===== src/rtl/regfile_2r1w.sv =====
// regfile_2r1w
// Two-read/one-write general-purpose register file feeding the operand
// buses (a = rdata1, b = rdata2) of the teaching CPU's bitwise logic units.
// Both read ports are registered, so operands appear one cycle after the
// address is sampled. Register 0 is hardwired to zero. A read of the
// address being written in the same cycle returns the new write data.
//
// Ports
//   clk     in   1       system clock, rising edge
//   rst     in   1       asynchronous active-high reset
//   we      in   1       write enable
//   waddr   in   ADDR_W  write address
//   wdata   in   WIDTH   write data
//   re1     in   1       read port 1 enable (rdata1 holds when low)
//   raddr1  in   ADDR_W  read port 1 address
//   rdata1  out  WIDTH   registered read data, port 1
//   re2     in   1       read port 2 enable (rdata2 holds when low)
//   raddr2  in   ADDR_W  read port 2 address
//   rdata2  out  WIDTH   registered read data, port 2

module regfile_2r1w #(
    parameter int WIDTH  = 32,
    parameter int DEPTH  = 32,
    parameter int ADDR_W = 5
) (
    input  logic              clk,
    input  logic              rst,
    input  logic              we,
    input  logic [ADDR_W-1:0] waddr,
    input  logic [WIDTH-1:0]  wdata,
    input  logic              re1,
    input  logic [ADDR_W-1:0] raddr1,
    output logic [WIDTH-1:0]  rdata1,
    input  logic              re2,
    input  logic [ADDR_W-1:0] raddr2,
    output logic [WIDTH-1:0]  rdata2
);

    // Flop storage: every entry must clear on reset, which rules out RAM.
    logic [WIDTH-1:0] regs [DEPTH];

    logic             wr_hit;
    logic [WIDTH-1:0] rd1_next;
    logic [WIDTH-1:0] rd2_next;

    assign wr_hit = we && (waddr != '0);

    // Read-side muxing: r0 always reads zero (and is never bypassed, since
    // a write to r0 is dropped), otherwise a same-cycle write wins over the
    // stored value.
    always_comb begin
        rd1_next = regs[raddr1];
        if (raddr1 == '0) begin
            rd1_next = '0;
        end else if (wr_hit && (waddr == raddr1)) begin
            rd1_next = wdata;
        end

        rd2_next = regs[raddr2];
        if (raddr2 == '0) begin
            rd2_next = '0;
        end else if (wr_hit && (waddr == raddr2)) begin
            rd2_next = wdata;
        end
    end

    always_ff @(posedge clk or posedge rst) begin
        if (rst) begin
            for (int i = 0; i < DEPTH; i++) begin
                regs[i] <= '0;
            end
        end else if (wr_hit) begin
            regs[waddr] <= wdata;
        end
    end

    always_ff @(posedge clk or posedge rst) begin
        if (rst) begin
            rdata1 <= '0;
            rdata2 <= '0;
        end else begin
            if (re1) begin
                rdata1 <= rd1_next;
            end
            if (re2) begin
                rdata2 <= rd2_next;
            end
        end
    end

endmodule


===== config.mk =====
export PLATFORM = sky130hd
export DESIGN_NAME = regfile_2r1w
export DESIGN_NICKNAME = d
export VERILOG_FILES = /design/src/rtl/regfile_2r1w.sv
export SDC_FILE = /design/constraint.sdc
export NUM_CORES = 2
export LEC_CHECK = 0
export ABC_AREA = 0
export BUFFER_PORTS_ARGS = -buffer_cell sky130_fd_sc_hd__clkbuf_2
export CORE_MARGIN = 2
export CORE_UTILIZATION = 55
export DETAILED_ROUTE_END_ITERATION = 8
export MAX_ROUTING_LAYER = met4
export PLACE_DENSITY = 0.75
export SYNTH_ARGS = -nofsm -noshare
export SYNTH_HDL_FRONTEND = slang
export SYNTH_SLANG_ARGS = --single-unit
export TNS_END_PERCENT = 5

===== constraint.sdc =====
create_clock -name clk -period 82.9 [get_ports clk]
set_clock_uncertainty 0.05 [all_clocks]
set_input_delay 16.58 -clock clk [delete_from_list [all_inputs] [get_ports clk]]
set_output_delay 16.58 -clock clk [all_outputs]
set_load 0.05 [all_outputs]

# --- Yosys cells after proc, flatten, opt, wreduce, memory -nomap -nowiden ---
# Index checks and enable logic that the tools add are counted.
word_totals:
  in_bits: 52
  elab_cells: 63
  reg_bits: 1088
  output_inout_bits: 64
op_classes:
  n_eq_ne: 2
  mux: 13
  magnitude_cmp: 4
  n_reduce_logical: 7
  bitwise: 3
ops:
  columns: ["cell", "count"]
  rows:
  - ["bitwise mux 1024 bit", 1]
  - ["binary-select mux 32 bit (select 5 bit)", 2]
  - ["2-to-1 mux 32 bit", 9]
  - ["demux 32 bit (select 5 bit)", 1]
  - [">= comparator 6 bit (second input constant)", 3]
  - ["inverter 5 -> 6 bit", 3]
  - ["equality test 5 bit", 2]
  - ["logical NOT 5 bit", 2]
  - ["< comparator 6 x 1 -> 1 bit (second input constant)", 1]
  - ["nonzero test 5 bit", 1]
  - ["logical AND 1 bit", 4]

# --- Longest topological paths before layout ---
depth:
  depth_word: 6
  mapped_depth: 9
  depth_no_buf: 4

# --- Worst setup path before layout ---
# No wires, ideal clock.
synth_timing:
  path_kind: "input to register"
  start: "input port raddr1[2]"
  end: "register rdata1[0]"
  arrival_ps: 18236
  n_path_buf: 3
  setup_slack_ps: 64471
  stages: 7
  setup_ps: 142
  required_time_ps: 82708
  path_cell_list: "buf_2 -> buf_2 -> buf_1 -> mux4_2 -> mux4_2 -> inv_1 -> o221ai_1"
synth_between:
  elab_chain_len: 6
  word_cells_on_any_way: 9
  classes_between: "eq/ne: 1; mux: 5; bitwise: 1; reduce/logical: 2"
synth_lines:
  columns: ["element", "line_no", "rtl"]
  rows:
  - ["start: declaration", "32", "input logic [ADDR_W-1:0] raddr1,"]
  - ["inverter 5 -> 6 bit (not written as such)", "52", "rd1_next = regs[raddr1];"]
  - ["binary-select mux 32 bit (select 5 bit)", "52", null]
  - ["2-to-1 mux 32 bit (not written as such) (2 in series)", "52", null]
  - ["2-to-1 mux 32 bit", "55", "end else if (wr_hit && (waddr == raddr1)) begin"]
  - ["2-to-1 mux 32 bit (*)", "53", "if (raddr1 == '0) begin"]
  - ["end signal: assignment", "83", "rdata1 <= rd1_next;"]
  - ["end: declaration", "33", "output logic [WIDTH-1:0] rdata1,"]
# Every way passes the cells marked *; elsewhere a longest branch is shown, timed or not. The select of a mux whose other input is x is not followed.
# A chain may end at the register's enable or synchronous reset.

# --- Final worst setup path ---
layout_timing:
  start: "input port raddr1[0]"
  end: "register rdata1[22]"
# Same word-level chain as after synthesis.

==> summary.md <==
| Metric | Value |
|---|---|
| Status | `complete, no violations` |
| Top_reg_cell synth | `dfrtp_1` |
| DR vias/cell | `7.170` |
| GRT Util Overall | `32.99%` |
| Utilization after layout | `60.47%` |
| FF/Latch Area | `27230 um^2` |
| Die H | `roughly 330 um` |
| Htree depth | `3` |
| 1st-pass router iterations | `5` |
| Req. time, crit path | `83.41 ns` |
| #FFs+latches synth | `between 1000 and 1500` |
| Share of the synthesized area in the top cell type | `47.83%` |
| Largest net degree at the start of global routing | `180` |
| DRT iter0 DRCs | `around 4100` |
| Gate Count Post-Synth | `3615` |
| Most frequent cell on the critical path | `buf_4` |
| Slew Viols, Final | `0` |
| Max-capacitance violation count | `0` |
| WP buf/inv | `5` |
| RSZ-0062 raised after global routing | `no` |
| Gr busiest metal | `met2` |
| M1 GR Usage | `~44%` |
| CTS tree | `built` |
| Die Width | `325.7 um` |
| WL per Instance | `33.64 um` |
| Fill cell count | `around 7700` |
| Most frequent cells after synthesis | `dfrtp_1, mux2_2, mux4_2` |
| CP Capture Type | `flip-flop` |
| Met2 GRT Util | `47.85%` |
| Worst-margin pin slew | `between 1 and 1.5 ns` |
| Worst Setup Start Kind | `input port` |
| Synth area leader | `dfrtp_1` |
| Post-synthesis sequential area ratio | `47.83%` |
| Crit Path Max Fanout | `46` |
| Final period utilization | `between 20% and 30%` |
| # resized after CTS | `0` |
| CP Class | `input port to flip-flop` |
| CP top delay family | `buffers and inverters` |
| Relative slew slack | `9.240%` |
| Post-synthesis cell type count | `35` |
| Total negative slack | `0 ns` |
| Clock buffer count from CTS | `115` |
| Multi-input logic area | `27770 um^2` |
| Worst EP arrival | `20.56 ns` |
| First-pass GRT wire length | `248500 um` |
| DP Wirelength | `92110 um` |
| FMAX | `around 0.050 GHz` |
| Top-count cell post-synth | `dfrtp_1` |
| Hold-fix buffers, CTS | `0` |
| Worst skew pair latency | `0.72 ns` |
| GP Congestion | `0.8436` |
| Worst VDD drop | `0.01772 mV` |
| Synth warnings | `0` |
| Num rows | `118` |
| Power per cell area | `25.44 nW/um^2` |
| CTS sink cnt | `1088` |
| Largest cells by area after synthesis | `dfrtp_1, mux4_2, mux2_2` |
| Max clock buf depth | `3` |
| Initial Utilization | `55.23%` |
| Residual DRC | `0` |
| Core box area | `103100 um^2` |
| Port Buffer Count | `approximately 120` |
| Worst-path clk slew | `approximately 0.06 ns` |
| Post-synth EDFFs | `0` |
| GRT met3 Usage | `8.824%` |
| Hold crit path type | `flip-flop to flip-flop` |
| Area Overhead vs Synth | `9.472%` |
| Min cycle time layout | `20.04 ns` |
| Ratio of cells with drive above 1 in the final layout | `between 50% and 60%` |
| Grt ovf | `0` |
| Routed Antenna Nets | `0` |
| Syn Area/Cell | `about 16 um^2` |
| # IOs | `116` |
| Syn Nets | `between 3000 and 4000` |
| Post-CTS Setup Bufs | `0` |
| Initial antenna violation count | `5` |
| Full die area | `around 110000 um^2` |
| Fraction of registers with async set/reset | `100.0%` |
| Post-Syn Area | `~57000 um^2` |
| Ordered cell list for the critical path | `buf_8 -> buf_4 -> buf_4 -> buf_4 -> mux4_2 -> mux4_2 -> inv_1 -> o221ai_1` |
| Highest cell delay on the worst timing path | `0.83 ns` |
| Final wirelength | `167600 um` |
| Leakage | `26.79 nW` |
| CP max stage cell | `buf_4` |
| Final hold violation count | `0` |
| Vias | `35728` |
| Fin nets | `3553` |
| Clock tree root buffer cell | `clkbuf_16` |
| Final setup fails | `0` |
| Vias in the first global route | `36517` |
[layout make-up]
type | count | area share [%]
antenna | 6 | 0.02410
sequential | 1088 | 43.69
clock buffer | 172 | 5.560
clock inverter | 41 | 0.8694
timing repair buffer | 196 | 2.100
multi-input combinational | 2034 | 44.57
inverter | 66 | 0.4096
tap | 1380 | 2.771
[cells by family (layout without fill, tap and decap cells)]
kind of cell           Yosys count  count (layout)  share of synthesized area (%)
multiplexers                  1568            1568                          42.42
flip-flops                    1088            1088                          47.83
buffers and inverters          493             475                          3.739
AO/OA/AOI/OAI                  266             266                          4.115
AND/OR/NAND/NOR                190             190                          1.745
XOR/XNOR                        10              10                         0.1539
other                            0               6                              0
[layer usage]
layer | vias up | wire length [um] | part of all wire, %
li1 | 13884 | - | -
met1 | 19428 | 65800 | 39
met2 | 1936 | 76810 | 46
met3 | 480 | 17020 | 10
met4 | 0 | 8021 | 4.8
met5 | - | 0 | 0
[metrics by stage]
stage | hold slack (ns) | setup WS [ns] | power, mW | instance area, um^2 | std cells
2_1_floorplan | 0.3913 | 35.64 | 0.9602 | 56920 | 3615
3_3_place_gp | 0.3263 | 62.09 | 1.031 | 58290 | 4764
3_5_place_dp | 0.3336 | 62.05 | 1.046 | 58290 | 4764
4_1_cts | 0.3463 | 62.78 | 1.588 | 62300 | 4977
5_1_grt | 0.3602 | 62.52 | 1.645 | 62310 | 4982
6_report | 0.3439 | 62.86 | 1.586 | 62310 | 4983
[where the power goes]
part	switching [mW]	leakage, nW	total (mW)	internal (mW)
combinational	0.143	10.8	0.331	0.189
sequential	0.0785	14.0	0.711	0.633
clock	0.218	1.99	0.543	0.324
[worst paths after layout]
path,start,to,slack (ns),cells after the start
max,raddr1[0],rdata1[22],62.86,8
min reg2reg,regs[1002],regs[1002],0.34,0
min,regs[1002],regs[1002],0.34,0
max in group asynchronous,rst,regs[581],64.50,4
min in group asynchronous,rst,regs[194],15.96,2
max reg2reg,regs[168],rdata2[8],81.03,4
[flip-flops by register name, summed over array words and instances, names as in the netlist]
signal	count
rdata1	32
rdata2	32
regs	1024
[layout by cell type (no fill, tap or decap), types with 6 or more instances in the layout]
cell / n
dfrtp_1: 1088
mux2_2: 991
mux4_2: 576
a22o_1: 128
clkbuf_16: 117
clkbuf_2: 107
buf_4: 79
nor2_1: 66
inv_1: 65
nor2b_1: 64
a41oi_1: 64
o221ai_1: 64
clkbuf_8: 33
clkinv_2: 23
clkbuf_1: 22
nand2_2: 15
nor2_4: 14
bufinv_16: 12
xor2_1: 10
diode_2: 6
buf_12: 6
No activity file was read; power rests on OpenSTA's default activity.
